File: src/rtl/mem_copy_engine.sv
// Single-port-pair RAM block copy engine: moves length words from src_addr to dst_addr,
// choosing copy direction so overlapping ranges copy correctly. Optional MEM_COPY_CHECKSUM_EN adds a checksum output.
module mem_copy_engine #(
    parameter int addr_width = 8,
    parameter int data_width = 32
) (
    input  logic                  clk,
    input  logic                  rst_n,
    input  logic                  start,
    input  logic [addr_width-1:0] src_addr,
    input  logic [addr_width-1:0] dst_addr,
    input  logic [addr_width:0]   length,
    output logic                  busy,
    output logic                  done,
    output logic [addr_width-1:0] mem_read_addr,
    input  logic [data_width-1:0] mem_read_data,
    output logic [addr_width-1:0] mem_write_addr,
    output logic [data_width-1:0] mem_write_data,
    output logic                  mem_pw
`ifdef MEM_COPY_CHECKSUM_EN
    ,
    output logic [data_width-1:0] checksum
`endif
);

    typedef enum logic [1:0] {
        IDLE,
        COPY,
        DONE
    } state_e;

    localparam logic [addr_width-1:0] addr_one  = 1;
    localparam logic [addr_width:0]   count_one = 1;

    state_e                state_q, state_d;
    logic [addr_width-1:0] rd_addr_q, rd_addr_d;
    logic [addr_width-1:0] offset_q, offset_d;
    logic [addr_width:0]   count_q, count_d;
    logic                  desc_q, desc_d;

    logic [addr_width-1:0] diff;
    logic                  desc_req;
    logic                  start_ok;

    // A destination that starts inside the source window must be walked top-down.
    assign diff     = dst_addr - src_addr;
    assign desc_req = ({1'b0, diff} < length) && (diff != '0);
    assign start_ok = (state_q == IDLE) && start;

    // NOTE: every variable written here gets a default first, so no path can infer a latch.
    always_comb begin
        state_d   = state_q;
        rd_addr_d = rd_addr_q;
        offset_d  = offset_q;
        count_d   = count_q;
        desc_d    = desc_q;
        case (state_q)
            IDLE: begin
                if (start) begin
                    if ((length != '0) && (diff != '0)) begin
                        state_d   = COPY;
                        offset_d  = diff;
                        count_d   = length;
                        desc_d    = desc_req;
                        rd_addr_d = desc_req ? src_addr + length[addr_width-1:0] - addr_one
                                             : src_addr;
                    end else begin
                        state_d = DONE;
                    end
                end
            end
            COPY: begin
                // The address is left on the final word so it holds once idle.
                if (count_q == count_one) begin
                    state_d = DONE;
                end else begin
                    count_d   = count_q - count_one;
                    rd_addr_d = desc_q ? rd_addr_q - addr_one : rd_addr_q + addr_one;
                end
            end
            DONE:    state_d = IDLE;
            default: state_d = IDLE;
        endcase
    end

    // NOTE: state registers use non-blocking assignments so all flops update together at the edge.
    always_ff @(posedge clk or negedge rst_n) begin
        if (!rst_n) begin
            state_q   <= IDLE;
            rd_addr_q <= '0;
            offset_q  <= '0;
            count_q   <= '0;
            desc_q    <= 1'b0;
        end else begin
            state_q   <= state_d;
            rd_addr_q <= rd_addr_d;
            offset_q  <= offset_d;
            count_q   <= count_d;
            desc_q    <= desc_d;
        end
    end

    assign busy           = (state_q != IDLE);
    assign done           = (state_q == DONE);
    assign mem_pw         = (state_q == COPY);
    assign mem_read_addr  = rd_addr_q;
    assign mem_write_addr = rd_addr_q + offset_q;
    assign mem_write_data = mem_read_data;

`ifdef MEM_COPY_CHECKSUM_EN
    logic [data_width-1:0] sum_q, sum_d;

    always_comb begin
        sum_d = sum_q;
        if (start_ok) begin
            sum_d = '0;
        end else if (state_q == COPY) begin
            sum_d = sum_q + mem_read_data;
        end
    end

    always_ff @(posedge clk or negedge rst_n) begin
        if (!rst_n) begin
            sum_q <= '0;
        end else begin
            sum_q <= sum_d;
        end
    end

    assign checksum = sum_q;
`endif

endmodule

File: config.mk
export PLATFORM = sky130hd
export DESIGN_NAME = mem_copy_engine
export DESIGN_NICKNAME = d
export VERILOG_FILES = /design/src/rtl/mem_copy_engine.sv
export SDC_FILE = /design/constraint.sdc
export NUM_CORES = 1
export LEC_CHECK = 0
export CAP_MARGIN = 20
export CORE_MARGIN = 3
export CORE_UTILIZATION = 43
export DETAILED_ROUTE_END_ITERATION = 6
export GPL_ROUTABILITY_DRIVEN = 0
export PLACE_DENSITY = 0.77
export RECOVER_POWER = 25
export SLEW_MARGIN = 10
export SYNTH_ARGS = -nofsm -noshare
export SYNTH_HDL_FRONTEND = slang
export SYNTH_SLANG_ARGS = --single-unit
File: constraint.sdc
create_clock -name clk -period 2.71 [get_ports clk]
set_input_delay 0.4065 -clock clk [delete_from_list [all_inputs] [get_ports clk]]
set_output_delay 0.4065 -clock clk [all_outputs]
set_load 0.02 [all_outputs]
==> summary.txt <==
Yosys
  – Synthesized flop and latch total: 28
  – Most frequent cell after synthesis: inv_1
  – Avg Inst Size Synth: 8.298 µm²
  – Post-synth EDFFs: 0
  – Most used DFF post-synth: dfrtp_1
  – Mapped cell area: 3386 µm²
  – Fraction of registers with async set/reset: 100.0%
  – Top cells by count, synth: inv_1 (49), ha_1 (42), buf_4 (33)
  – Netlist cell types: 62
  – Top cell type's share of synthesized area: 20.69%
  – Post-Synthesis Cells: 408
  – Yosys top cell by area: dfrtp_1
  – Sequential element share of the synthesized area: 20.69%
  – Top post-synthesis cells by area: dfrtp_1 (21%), ha_1 (16%), buf_4 (7.3%), inv_1 (5.4%), a21oi_1 (4.1%)
  – Synth warn: 0
  – Syn_nets: 514

Timing
  – Final hold viol count: 0
  – Fin Clk Skew: 0.01186 ns
  – Worst-margin pin slew: 0.3664 ns
  – Tcrit/Tclk final: 116.9%
  – Worst setup margin: -0.4581 ns
  – RSZ-0062 raised after global routing: true
  – Rel. slew slack: 75.57%
  – # setup viols final: 9
  – Fmax: 315.6 MHz
  – Max Slew Vio Count: 0
  – Final Critical Period: 3.168 ns

Clocking
  – Number of H-tree levels: 1
  – Post-CTS Hold Buffers: 0
  – TritonCTS clock tree: yes
  – CTS sink cnt: 28
  – Worst-skew pair later-pin latency: 0.29 ns
  – CTS buffer count: 3
  – CTS max path bufs: 2
  – Reg clk slew, reported paths: 0.11 ns
  – Root Buffer: clkbuf_8

Layout
  – Ratio of cells with drive above 1 in the final layout: 32.34%
  – Fill cells: 593
  – Final nets: 611
  – Area of the multi-input gates: 2467 µm²
  – Layout Utilization: 63.46%
  – Design area: 4726 µm²
  – Diodes inserted: 0
  – Register area: 700.7 µm²
  – Area Growth Syn to Fin: 39.58%

Setup path
  – Crit start category: primary input
  – Worst Path Arrival: 3.34 ns
  – Req. time, crit path: 2.89 ns
  – CP max FO: 7
  – Worst R2R Setup Slack: 0.35 ns
  – Reg2Reg Capture Point: mem_read_addr[7]
  – Crit Path Class: primary input to flop
  – Reg2Reg Depth: 8
  – R2r startpoint: desc_q
  – Setup crit end kind: flop

Floorplanning
  – Die Footprint: 8975 µm²
  – Die Y: 94.74 µm
  – Rows: 31
  – IO Pins: 111
  – Die width: 94.74 µm
  – Core area: 7447 µm²
  – Starting Density: 45.46%

Drt
  – Post-route ant nets: 0
  – DR iter-0 viols: 250
  – Via total after detailed routing: 3376
  – Number of remaining DRC errors: 0
  – WL per Instance: 16.90 µm
  – Vias per cell: 5.599
  – DR pass1 iterations: 5
  – Total length of routed wires: 10190 µm

Placed design
  – Final HPWL from detailed placement: 7492 µm
  – # port buffers: 46
  – Dpl cell area: 4310 µm²

Power
  – Worst vdd rail ir drop: 0.0003762 V
  – Leakage: 2.158 nW
  – PwrDens: 1085 nW/µm²

Global route
  – Total gr overflow: 0
  – First-pass GRT wire length: 16340 µm
  – Largest net degree at the start of global routing: 29
  – Vias in the first global route: 3460
  – Initial antenna violation count: 0
  – GRT Resource Usage Total: 23.05%

Status
  – Failing checks: negative setup slack
  – Status: finished with violations

Run
  – Max-Cap Viols: 0

Worst hold path
  – Hold Crit Class: primary input to asynchronous set/reset pin
==> worst max-delay path, cell delays in order <==
cell       delay [ns]
buf_8            0.09
inv_12           0.03
ha_4             0.15
fa_2             0.34
nand2b_4         0.15
a211o_1          0.26
a211oi_2         0.28
inv_2            0.09
ha_4             0.18
a2111oi_4        0.19
nand2_1          0.10
a41oi_2          0.25
buf_4            0.18
o21ai_4          0.08
o32a_1           0.33
a31o_1           0.23
==> stage by stage <==
stage	setup TNS, ns	hold WS, ns	std cells	total power, mW	worst slack [ns]
after floorplan	-6.996	0.1109	408	3.281	-0.9152
after global placement	-24.64	0.4685	583	4.450	-1.299
after detailed placement	-27.13	0.4752	583	4.571	-1.387
after CTS	-2.387	0.4964	597	5.015	-0.3702
after global routing	-4.501	0.5110	603	5.510	-0.5704
final	-3.361	0.4855	603	5.126	-0.4581
==> where the power goes <==
group | switching [mW] | internal [mW] | leakage [nW]
clock network | 0.141 | 0.198 | 0.0357
logic | 2.06 | 1.91 | 1.79
registers | 0.188 | 0.637 | 0.334
total | 2.39 | 2.74 | 2.16
==> layer usage <==
layer	share of wire (%)	vias up	global-route usage [%]
met5	0	-	0
met4	3.7	0	10.34
met3	4.9	44	3.665
met2	50	129	39.99
met1	41	1588	27.93
li1	-	1615	-
==> registers in the layout (all words and copies together), names as in the netlist <==
signal         flops
count_q            9
desc_q             1
mem_read_addr      8
offset_q           8
state_q            2
==> cells by family after synthesis <==
| kind of cell | count (synthesis) | share of synthesized area (%) |
|---|---|---|
| buffers and inverters | 95 | 14.56 |
| XOR/XNOR | 23 | 6.172 |
| adder cells (fa/ha/maj) | 46 | 17.89 |
| AND/OR/NAND/NOR | 91 | 14.08 |
| AO/OA/AOI/OAI | 121 | 25.28 |
| flip-flops | 28 | 20.69 |
| multiplexers | 4 | 1.330 |
==> worst max-delay path by stage <==
stage,start,to,slack [ns],cells after the start
floorplan,dst_addr[0],mem_read_addr[0],-0.92,17
global placement,dst_addr[0],mem_read_addr[3],-1.30,16
detailed placement,dst_addr[0],mem_read_addr[3],-1.39,16
CTS,dst_addr[0],mem_read_addr[5],-0.37,16
global route,dst_addr[0],mem_read_addr[4],-0.57,18
finish,dst_addr[0],mem_read_addr[1],-0.46,16
==> area by class of cell <==
| cell class | count | area share [%] |
|---|---|---|
| Sequential cell | 28 | 14.83 |
| Clock inverter | 1 | 0.6354 |
| Clock buffer | 3 | 0.8737 |
| Multi-Input combinational cell | 285 | 52.21 |
| Inverter | 50 | 4.236 |
| Timing Repair Buffer | 137 | 24.60 |
| Tap cell | 99 | 2.621 |
==> placed cells by master, fill, tap and decap left out, types with 4 or more instances in the layout <==
cell             count
inv_1               42
a21oi_2              6
buf_4               84
clkdlybuf4s15_2      4
o21a_1               4
buf_6                7
dfrtp_1             28
a41oi_2              5
or3_1                8
nand2_1             19
o32a_1               4
nand3_1              7
mux2_2               4
o21ai_0             16
o2bb2ai_1            6
inv_2                7
nand2b_1             5
clkdlybuf4s50_1     27
o21bai_1             4
nor3_1              16
ha_4                 9
nor2_1              13
o21ai_1              6
dlygate4sd2_1        8
xor2_1               9
ha_1                32
a21o_1               5
a21oi_1             22
xnor2_1             13
o22ai_1              6
==> what timing repair did <==
| item | 4_1_cts | 5_1_grt |
|---|---|---|
| pin swaps | 24 | 9 |
| gates resized for setup | 85 | 16 |
| hold endpoints to repair | 0 | 0 |
| endpoints found under the setup margin | 32 | 27 |
| buffers inserted | 10 | 5 |
(Power assumes the default switching activity.)
